===== config.mk =====
export PLATFORM = sky130hd
export DESIGN_NAME = alu_arbiter_seq_flat
export DESIGN_NICKNAME = d
export VERILOG_FILES = /design/src/rtl/alu_arbiter_seq_if.sv /design/src/rtl/alu_arbiter_seq.sv /design/src/flat_wrapper.sv
export SDC_FILE = /design/constraint.sdc
export NUM_CORES = 1
export LEC_CHECK = 0
export CAP_MARGIN = 20
export CORE_MARGIN = 5
export CORE_UTILIZATION = 59
export CTS_CLUSTER_DIAMETER = 30
export DETAILED_ROUTE_END_ITERATION = 8
export PLACE_DENSITY = 0.91
export RECOVER_POWER = 50
export SLEW_MARGIN = 5
export SYNTH_ARGS = -nofsm -noshare
export SYNTH_HDL_FRONTEND = slang
export SYNTH_SLANG_ARGS = --single-unit

===== constraint.sdc =====
create_clock -name CLK -period 3.1 [get_ports CLK]
set_input_delay 0.93 -clock CLK [delete_from_list [all_inputs] [get_ports CLK]]
set_output_delay 0.93 -clock CLK [all_outputs]
set_load 0.01 [all_outputs]

===== src/rtl/alu_arbiter_seq_if.sv =====
// Bus bundle between the two requesting controllers and the shared ALU arbiter.
// The master side drives requests and operands; the slave side returns grant and result.
interface alu_arbiter_seq_if #(
   parameter int W = 16
);
   logic [1:0]     REQ;
   logic [W-1:0]   A0;
   logic [W-1:0]   B0;
   logic [3:0]     OP0;
   logic [W-1:0]   A1;
   logic [W-1:0]   B1;
   logic [3:0]     OP1;
   logic [1:0]     GNT;
   logic           BUSY;
   logic           DONE;
   logic           DONE_ID;
   logic [2*W-1:0] OUT;
   logic [1:0]     ERR;

   modport master (
      output REQ, A0, B0, OP0, A1, B1, OP1,
      input  GNT, BUSY, DONE, DONE_ID, OUT, ERR
   );

   modport slave (
      input  REQ, A0, B0, OP0, A1, B1, OP1,
      output GNT, BUSY, DONE, DONE_ID, OUT, ERR
   );
endinterface


===== src/rtl/alu_arbiter_seq.sv =====
// Shared multi-cycle ALU with round-robin arbitration between two requesters.
// ADD/SUB finish in one EXEC cycle; MUL (shift-add) and DIV/MOD (restoring) take W cycles.
module alu_arbiter_seq #(
   parameter int W = 16
) (
   input  logic             CLK,
   input  logic             RST,
   alu_arbiter_seq_if.slave bus
);

   localparam int            CW      = $clog2(W) + 1;
   localparam logic [CW-1:0] LAST_IT = CW'(W - 1);
   localparam logic [CW-1:0] CNT_ONE = {{(CW-1){1'b0}}, 1'b1};

   localparam logic [3:0] OP_ADD = 4'b0010;
   localparam logic [3:0] OP_SUB = 4'b0011;
   localparam logic [3:0] OP_MUL = 4'b0100;
   localparam logic [3:0] OP_DIV = 4'b0101;
   localparam logic [3:0] OP_MOD = 4'b0110;

   typedef enum logic [1:0] {
      S_IDLE = 2'd0,
      S_EXEC = 2'd1,
      S_DONE = 2'd2
   } state_e;

   state_e         state_q, state_d;
   logic           last_q, last_d;
   logic           owner_q, owner_d;
   logic [3:0]     op_q, op_d;
   logic [CW-1:0]  cnt_q, cnt_d;
   logic [W-1:0]   opa_q, opa_d;
   logic [W-1:0]   opb_q, opb_d;
   logic [2*W-1:0] mcand_q, mcand_d;
   logic [2*W-1:0] acc_q, acc_d;
   logic [W-1:0]   rem_q, rem_d;
   logic [1:0]     gnt_q, gnt_d;
   logic           busy_q, busy_d;
   logic           done_q, done_d;
   logic           done_id_q, done_id_d;
   logic [2*W-1:0] out_q, out_d;
   logic [1:0]     err_q, err_d;

   logic [W:0]     rem_shift_s;
   logic [W:0]     trial_s;
   logic           div_ok_s;
   logic [W-1:0]   rem_nxt_s;
   logic [W-1:0]   quo_nxt_s;
   logic [2*W-1:0] mul_acc_s;
   logic           div_zero_s;
   logic           iter_s;
   logic           finish_s;
   logic [2*W-1:0] res_s;
   logic [1:0]     err_s;
   logic           win_s;

   function automatic logic pick_winner(input logic [1:0] req, input logic last);
      logic win;
      case (req)
         2'b01:   win = 1'b0;
         2'b10:   win = 1'b1;
         2'b11:   win = ~last;
         default: win = 1'b0;
      endcase
      return win;
   endfunction

   // Iteration datapath and the result that would be committed on this edge.
   always_comb begin
      rem_shift_s = {rem_q, opa_q[W-1]};
      trial_s     = rem_shift_s - {1'b0, opb_q};
      div_ok_s    = ~trial_s[W];
      rem_nxt_s   = div_ok_s ? trial_s[W-1:0] : rem_shift_s[W-1:0];
      quo_nxt_s   = {opa_q[W-2:0], div_ok_s};
      mul_acc_s   = opb_q[0] ? (acc_q + mcand_q) : acc_q;
      div_zero_s  = (opb_q == {W{1'b0}});
      res_s       = {(2*W){1'b0}};
      err_s       = 2'b00;
      iter_s      = 1'b0;
      case (op_q)
         OP_ADD: begin
            res_s = {{W{1'b0}}, opa_q} + {{W{1'b0}}, opb_q};
         end
         OP_SUB: begin
            res_s = {{W{1'b0}}, opa_q} - {{W{1'b0}}, opb_q};
            err_s = {1'b0, (opa_q < opb_q)};
         end
         OP_MUL: begin
            res_s  = mul_acc_s;
            iter_s = 1'b1;
         end
         OP_DIV: begin
            res_s  = div_zero_s ? {(2*W){1'b0}} : {{W{1'b0}}, quo_nxt_s};
            err_s  = div_zero_s ? 2'b10 : 2'b00;
            iter_s = ~div_zero_s;
         end
         OP_MOD: begin
            res_s  = div_zero_s ? {(2*W){1'b0}} : {{W{1'b0}}, rem_nxt_s};
            err_s  = div_zero_s ? 2'b10 : 2'b00;
            iter_s = ~div_zero_s;
         end
         default: begin
            res_s = {(2*W){1'b0}};
         end
      endcase
      finish_s = ~iter_s | (cnt_q == LAST_IT);
      win_s    = pick_winner(bus.REQ, last_q);
   end

   // Next-state logic: arbitration in IDLE, one iteration per EXEC edge, one-cycle DONE.
   always_comb begin
      state_d   = state_q;
      last_d    = last_q;
      owner_d   = owner_q;
      op_d      = op_q;
      cnt_d     = cnt_q;
      opa_d     = opa_q;
      opb_d     = opb_q;
      mcand_d   = mcand_q;
      acc_d     = acc_q;
      rem_d     = rem_q;
      gnt_d     = 2'b00;
      busy_d    = busy_q;
      done_d    = 1'b0;
      done_id_d = done_id_q;
      out_d     = out_q;
      err_d     = err_q;
      case (state_q)
         S_IDLE: begin
            if (bus.REQ != 2'b00) begin
               owner_d = win_s;
               last_d  = win_s;
               gnt_d   = win_s ? 2'b10 : 2'b01;
               busy_d  = 1'b1;
               state_d = S_EXEC;
               cnt_d   = {CW{1'b0}};
               opa_d   = win_s ? bus.A1 : bus.A0;
               opb_d   = win_s ? bus.B1 : bus.B0;
               op_d    = win_s ? bus.OP1 : bus.OP0;
               mcand_d = {{W{1'b0}}, (win_s ? bus.A1 : bus.A0)};
               acc_d   = {(2*W){1'b0}};
               rem_d   = {W{1'b0}};
            end else begin
               state_d = S_IDLE;
            end
         end
         S_EXEC: begin
            cnt_d = cnt_q + CNT_ONE;
            case (op_q)
               OP_MUL: begin
                  acc_d   = mul_acc_s;
                  mcand_d = {mcand_q[2*W-2:0], 1'b0};
                  opb_d   = {1'b0, opb_q[W-1:1]};
               end
               OP_DIV, OP_MOD: begin
                  if (iter_s) begin
                     opa_d = quo_nxt_s;
                     rem_d = rem_nxt_s;
                  end else begin
                     rem_d = rem_q;
                  end
               end
               default: begin
                  acc_d = acc_q;
               end
            endcase
            if (finish_s) begin
               state_d   = S_DONE;
               done_d    = 1'b1;
               done_id_d = owner_q;
               out_d     = res_s;
               err_d     = err_s;
            end else begin
               state_d = S_EXEC;
            end
         end
         S_DONE: begin
            state_d = S_IDLE;
            busy_d  = 1'b0;
         end
         default: begin
            state_d = S_IDLE;
            busy_d  = 1'b0;
         end
      endcase
   end

   // State and output registers; reset discards any in-flight command.
   always_ff @(posedge CLK) begin
      if (RST) begin
         state_q   <= S_IDLE;
         last_q    <= 1'b1;
         owner_q   <= 1'b0;
         op_q      <= 4'b0000;
         cnt_q     <= {CW{1'b0}};
         opa_q     <= {W{1'b0}};
         opb_q     <= {W{1'b0}};
         mcand_q   <= {(2*W){1'b0}};
         acc_q     <= {(2*W){1'b0}};
         rem_q     <= {W{1'b0}};
         gnt_q     <= 2'b00;
         busy_q    <= 1'b0;
         done_q    <= 1'b0;
         done_id_q <= 1'b0;
         out_q     <= {(2*W){1'b0}};
         err_q     <= 2'b00;
      end else begin
         state_q   <= state_d;
         last_q    <= last_d;
         owner_q   <= owner_d;
         op_q      <= op_d;
         cnt_q     <= cnt_d;
         opa_q     <= opa_d;
         opb_q     <= opb_d;
         mcand_q   <= mcand_d;
         acc_q     <= acc_d;
         rem_q     <= rem_d;
         gnt_q     <= gnt_d;
         busy_q    <= busy_d;
         done_q    <= done_d;
         done_id_q <= done_id_d;
         out_q     <= out_d;
         err_q     <= err_d;
      end
   end

   assign bus.GNT     = gnt_q;
   assign bus.BUSY    = busy_q;
   assign bus.DONE    = done_q;
   assign bus.DONE_ID = done_id_q;
   assign bus.OUT     = out_q;
   assign bus.ERR     = err_q;

endmodule


===== src/flat_wrapper.sv =====
// flat-port wrapper written by rule: the top's interface ports become plain ports
module alu_arbiter_seq_flat 
#(
   parameter int W = 16
)
  (CLK, RST, bus_REQ, bus_A0, bus_B0, bus_OP0, bus_A1, bus_B1, bus_OP1, bus_GNT, bus_BUSY, bus_DONE, bus_DONE_ID, bus_OUT, bus_ERR);
  alu_arbiter_seq_if #(.W(W)) bus_i ();
  input  logic CLK;
  input  logic RST;
  input wire logic [$bits(bus_i.REQ)-1:0] bus_REQ;
  input wire logic [$bits(bus_i.A0)-1:0] bus_A0;
  input wire logic [$bits(bus_i.B0)-1:0] bus_B0;
  input wire logic [$bits(bus_i.OP0)-1:0] bus_OP0;
  input wire logic [$bits(bus_i.A1)-1:0] bus_A1;
  input wire logic [$bits(bus_i.B1)-1:0] bus_B1;
  input wire logic [$bits(bus_i.OP1)-1:0] bus_OP1;
  output wire logic [$bits(bus_i.GNT)-1:0] bus_GNT;
  output wire logic [$bits(bus_i.BUSY)-1:0] bus_BUSY;
  output wire logic [$bits(bus_i.DONE)-1:0] bus_DONE;
  output wire logic [$bits(bus_i.DONE_ID)-1:0] bus_DONE_ID;
  output wire logic [$bits(bus_i.OUT)-1:0] bus_OUT;
  output wire logic [$bits(bus_i.ERR)-1:0] bus_ERR;
  assign bus_i.REQ = bus_REQ;
  assign bus_i.A0 = bus_A0;
  assign bus_i.B0 = bus_B0;
  assign bus_i.OP0 = bus_OP0;
  assign bus_i.A1 = bus_A1;
  assign bus_i.B1 = bus_B1;
  assign bus_i.OP1 = bus_OP1;
  assign bus_GNT = bus_i.GNT;
  assign bus_BUSY = bus_i.BUSY;
  assign bus_DONE = bus_i.DONE;
  assign bus_DONE_ID = bus_i.DONE_ID;
  assign bus_OUT = bus_i.OUT;
  assign bus_ERR = bus_i.ERR;
  alu_arbiter_seq #(.W(W)) u_core (.CLK(CLK), .RST(RST), .bus(bus_i));
endmodule

Word level (Yosys, flattened, before mapping). Index checks and enable logic that the tools add are counted.

Register bits after elaboration: 164. Input port bits: 76. Output and inout port bits: 39.

$add $sub $neg: 5. Magnitude comparators: 1. Equality and inequality tests: 13. Muxes and demuxes: 38. Bitwise operators: 8. Reductions and logical operators: 13.

Operators with widths (count): $mux W16 (13); $mux W32 (5); $pmux W32 S5 (1); $pmux W32 S2 (2); $pmux W16 S2 (3); $add A32 B32 Y32 (1); $add A16 B16 Y17 (1); $sub A16 B16 Y17 (1); $sub A17 B16 Y17 (1); $logic_not A16 Y1 (1); $lt A16 B16 Y1 (1); $eq A4 B3 Y1 const B (3); $pmux W5 S2 (1); $eq A4 B2 Y1 const B (2); $pmux W2 S2 (2); $reduce_and A2 Y1 (4); $not A1 Y1 (7); $mux W2 (3); $pmux W1 S2 (3); $add A5 B1 Y5 const B (1); $eq A5 B4 Y1 const B (1); $mux W5 (1); $eq A2 B2 Y1 const B (2); $mux W4 (1); other kinds (11) (17).

Depth between registers and ports, before layout.
Depth in word-level cells: 7. Mapped depth: 14.

Least setup slack after synthesis. No wires, ideal clock.

Path kind: reg-to-reg. Start: register u_core.opa_q[15]. End: register u_core.out_q[11] (netlist: u_core.bus.OUT[11]). Library setup time: 0.132 ns. Arrival: 2.735 ns. Required time: 2.968 ns. Setup slack: 0.233 ns. Stages on the path, launching flop included: 14. Path buffers: 1. Clock period less this slack: 2.867 ns. Cell sequence: dfxtp_1 > inv_1 > ha_1 > fa_1 > nor2b_1 > o21ai_0 > a21boi_1 > o2111ai_2 > mux2i_1 > nor2_2 > buf_6 > mux2_2 > a221oi_2 > nor3_1.

Longest elaborated chain between the ends: 4.

Ends and longest elaborated chain: from (decl) (line alu_arbiter_seq.sv:32) `logic [W-1:0] opa_q, opa_d;`; from (signal assigned) (line alu_arbiter_seq.sv:196) `opa_q <= {W{1'b0}};`; from (signal assigned) (line alu_arbiter_seq.sv:213) `opa_q <= opa_d;`; $sub A17 B16 Y17 (line alu_arbiter_seq.sv:71) `trial_s = rem_shift_s - {1'b0, opb_q};`; $mux W16 (line alu_arbiter_seq.sv:73) `rem_nxt_s = div_ok_s ? trial_s[W-1:0] : rem_shift_s[W-1:0];`; $mux W16 (line alu_arbiter_seq.sv:98) `res_s = div_zero_s ? {(2*W){1'b0}} : {{W{1'b0}}, rem_nxt_s};`; $pmux W32 S5 (line alu_arbiter_seq.sv:80) `case (op_q)`; to (signal assigned) (line alu_arbiter_seq.sv:205) `out_q <= {(2*W){1'b0}};`; to (signal assigned) (line alu_arbiter_seq.sv:222) `out_q <= out_d;`; to (decl) (line alu_arbiter_seq.sv:41) `logic [2*W-1:0] out_q, out_d;`.

No other way between the ends. A chain may end at the register's enable or synchronous reset.

Worst setup path after layout.
Start: register u_core.opb_q[15]. End: register u_core.out_q[9] (netlist: u_core.bus.OUT[9]).

Longest elaborated chain between the ends: 6. Elaborated cells on any way between the ends: 11. Classes of those cells: 1 x add/sub; 5 x mux; 3 x bitwise; 2 x reduce/logical.

Ends and longest elaborated chain: from (decl) (line alu_arbiter_seq.sv:33) `logic [W-1:0] opb_q, opb_d;`; from (signal assigned) (line alu_arbiter_seq.sv:197) `opb_q <= {W{1'b0}};`; from (signal assigned) (line alu_arbiter_seq.sv:214) `opb_q <= opb_d;`; branches (longest 6 deep; another with $sub A17 B16 Y17).

Several ways; the timed one is not identified.

==> results.md <==
* Crit start category: flip-flop
* Final setup violation count at 0
* Total power at 7.720 mW
* Complex-gate fraction of the synthesized area at 29.01%
* Largest family of logic cells by synthesized area: compound AO/OA/AOI/OAI gates
* Max-Slew Margin vs Limit at 23.93%
* Core Box Area at 19330 um^2
* Final worst path period need at 3087 ps
* Seq/Total Area, Yosys at 28.56%
* Yosys cell types at 92
* Largest net degree at the start of global routing at 70
* Max cap viols at 0
* Worst reg2reg path startpoint: u_core.opb_q[15]
* Synth async-reset ratio at 0%
* CP Cell Sequence: buf_4, nor4_4, nand4_4, and2_1, a222oi_1, o21ai_0, a21oi_1, o211ai_1
* Post-route insts no fill at 1892
* Adder-Cell Fraction of Synth Area at 9.511%
* Gr ovfl total at 0
* Syn Std Cell Area at 11500 um^2
* Mean Syn Cell Area at 7.805 um^2
* Cts bufs inserted at 17
* EDFF count, synth at 0
* First-pass GRT wire length at 63390 um
* Wire per inst at 21.67 um
* Vias in the first global route at 12020
* Total Neg Setup Slack at 0 ps
* Clock-pin slew on the worst setup and hold paths at 70 ps
* TritonCTS clock tree: built
* Period utilization at 99.59%
* CP Max Fanout at 12
* Worst EP required at 3420 ps
* Met3 WL post-DR at 4855 um
* Post-route cell area at 14150 um^2
* Fin util at 73.20%
* Clock Skew at 10.26 ps
* Crit-path leading delay family: compound AO/OA/AOI/OAI gates
* Critical-path top delay cell: a222oi_1
* Antenna fix cells at 0
* GPL Wtd Cong at 1.049
* Flops & latches, synth at 164
* Net Count, Synth at 1634
* CP arrival at 3400 ps
* Hold buffer count at cts at 0
* CP peak stage delay at 720 ps
* Layout cells sized above 1 at 12.54%
* CTS Buffer Depth at 2
* Place WS at -15.28 ps
* I/O Pins at 115
* Worst Setup SP: u_core.opb_q[15]
* Xor and xnor area share after synthesis at 3.199%
* YS warnings at 0
* Max VDD drop at 442.8 uV
* Initial antenna violation count at 1
* CTS H-Tree Depth at 4
* Buffers on Ports at 114
* Cell Rows at 51
* Area Growth Syn to Fin at 23.09%
* Prevailing post-synth register cell: dfxtp_1
* Global-route total usage across every layer at 35.94%
* Peak Freq at 323.9 MHz
* Setup CP Type: reg -> reg
* Count leader, synth: nor2_1
* Simple-Gate Fraction of Synth Area at 20.82%
* Placed cells at 1852
* Die ar. at 22380 um^2
* Routed Antenna Nets at 0
* Register area at 3288 um^2
* Multi-input gate area at 7774 um^2
* Clock Latency Late Sink at 450 ps
* Initial core utilization at 59.46%
* WL final at 41010 um
* Metal2 WL at 18250 um
* Slew @ Worst Pin at 1141 ps
* DIE HEIGHT at 149.6 um
* Bufs and invs on worst path at 1
* Outcome: complete, no violations
* Post-synth top area share at 28.56%
* Initial DRC count at 1728
* HP Class: reg -> reg
* Final Max Tran Viols at 0
* Clock sink count at 164
* Leakage at 5.879 nW
* CTS Root Buffer Type: clkbuf_16
* Hold slack final at 461.1 ps
* DRC viols at 0
* Synth area leaders: dfxtp_1 29%, ha_1 8.8%, a21oi_1 6.2%
* Vias per cell at 6.707
* CP Capture Type: flip-flop
* Uppermost routed layer: met5
* Mux contribution to synthesized area at 3.754%
* Pwr Density at 545.5 nW/um^2
* Hold wc startpoint: u_core.bus.OUT[1]
* Die Width at 149.6 um
* Dpl hpwl at 30030 um
* Post-placement cell area at 13370 um^2
* Final WS setup at 12.83 ps
* Hold violation total from the final report at 0
* Filler instances at 1429
* Drt first pass iters at 8
* Cells after Synth at 1473
* DRT met1 WL at 15090 um
* Leading area contributor after synthesis: dfxtp_1
* # nets final at 1775
* Vias at 12690
* Synth top cells by count: 189 x nor2_1, 176 x nand2_1, 164 x dfxtp_1, 142 x a21oi_1, 81 x ha_1
-- per-layer routing --
layer,up-vias,GRT usage [%]
li1,5695,-
met1,5899,44.66
met2,872,57.22
met3,222,8.359
met4,2,20.69
met5,-,0
-- layout make-up --
cell class              instances  area share, %
clock buffers                  19          3.059
clock inverters                13          1.326
inverters                      47          1.247
multi-input cells            1164          54.93
flip-flops and latches        164          23.23
well taps                     265          2.343
repair buffers                220          13.86
-- sequential cells by signal, summed over array words and instances (netlist names) --
| register | flops |
|---|---|
| u_core.acc_q | 32 |
| u_core.bus.BUSY | 1 |
| u_core.bus.DONE | 1 |
| u_core.bus.DONE_ID | 1 |
| u_core.bus.ERR | 2 |
| u_core.bus.GNT | 2 |
| u_core.bus.OUT | 32 |
| u_core.cnt_q | 5 |
| u_core.last_q | 1 |
| u_core.mcand_q | 32 |
| u_core.op_q | 4 |
| u_core.opa_q | 16 |
| u_core.opb_q | 16 |
| u_core.owner_q | 1 |
| u_core.rem_q | 16 |
| u_core.state_q | 2 |
-- tightest hold or removal path: cells and delay by family, from the launching register on --
family	cells	cell delay [ps]
AOI/OAI and AO/OA	1	60
DFF	1	330
and+or+nand+nor	1	40
-- cells by family after synthesis --
logic type / count (synthesis)
buffers and inverters: 145
muxes: 42
AOI/OAI and AO/OA: 478
and+or+nand+nor: 517
xor gates and xnor gates: 42
adders and majority gates: 85
DFF: 164
-- cell usage in the layout (no fill, tap or decap), types with 8 or more instances in the layout --
cell type        synthesis  routed
nand2_1                176     176
dlygate4sd3_1            0      39
o211ai_1                30      30
a211oi_1                23      22
buf_4                    2      93
a22oi_1                 23      23
nor3_1                  17      17
a311oi_1                11      11
clkdlybuf4s50_1          0      74
nand3_1                 50      50
o21bai_1                 8       8
a311o_1                 15      15
a31oi_1                 23      20
o21a_1                  12      12
nor2_1                 189     188
mux2i_1                 33      32
inv_1                   47      47
a221oi_1                11       8
a2111oi_0               12      11
a21oi_1                142     138
a21o_1                  28      28
o221ai_1                 8       8
mux2_2                   9       8
o21ai_0                 49      46
ha_1                    81      78
xor2_1                  18      18
clkbuf_16                0      17
xnor2_1                 24      24
and3_1                   9       9
a221o_1                  8       8
dfxtp_1                164     160
-- path summary, 6_finish.rpt --
kind	cells after the start	slack [ps]	to
worst min register to register	2	460	u_core.bus.OUT[1]
worst max-delay path	8	10	u_core.bus.OUT[9]
worst min-delay path	2	460	u_core.bus.OUT[1]
worst max register to register	8	10	u_core.bus.OUT[9]
-- what timing repair did --
action                                  CTS  global route
gates cloned                              0             1
pin swaps                                 2            16
gates resized for setup                   3            34
buffers inserted                          0             7
hold endpoints to repair                  0             0
endpoints found under the setup margin    8            46
-- where the power goes --
part | internal, mW | switching [mW] | leakage, nW
sequential | 2.24 | 0.156 | 1.34
clock | 1.30 | 0.979 | 0.296
combinational | 1.24 | 1.80 | 4.25
Note: power is estimated with default switching activity, not from simulation.
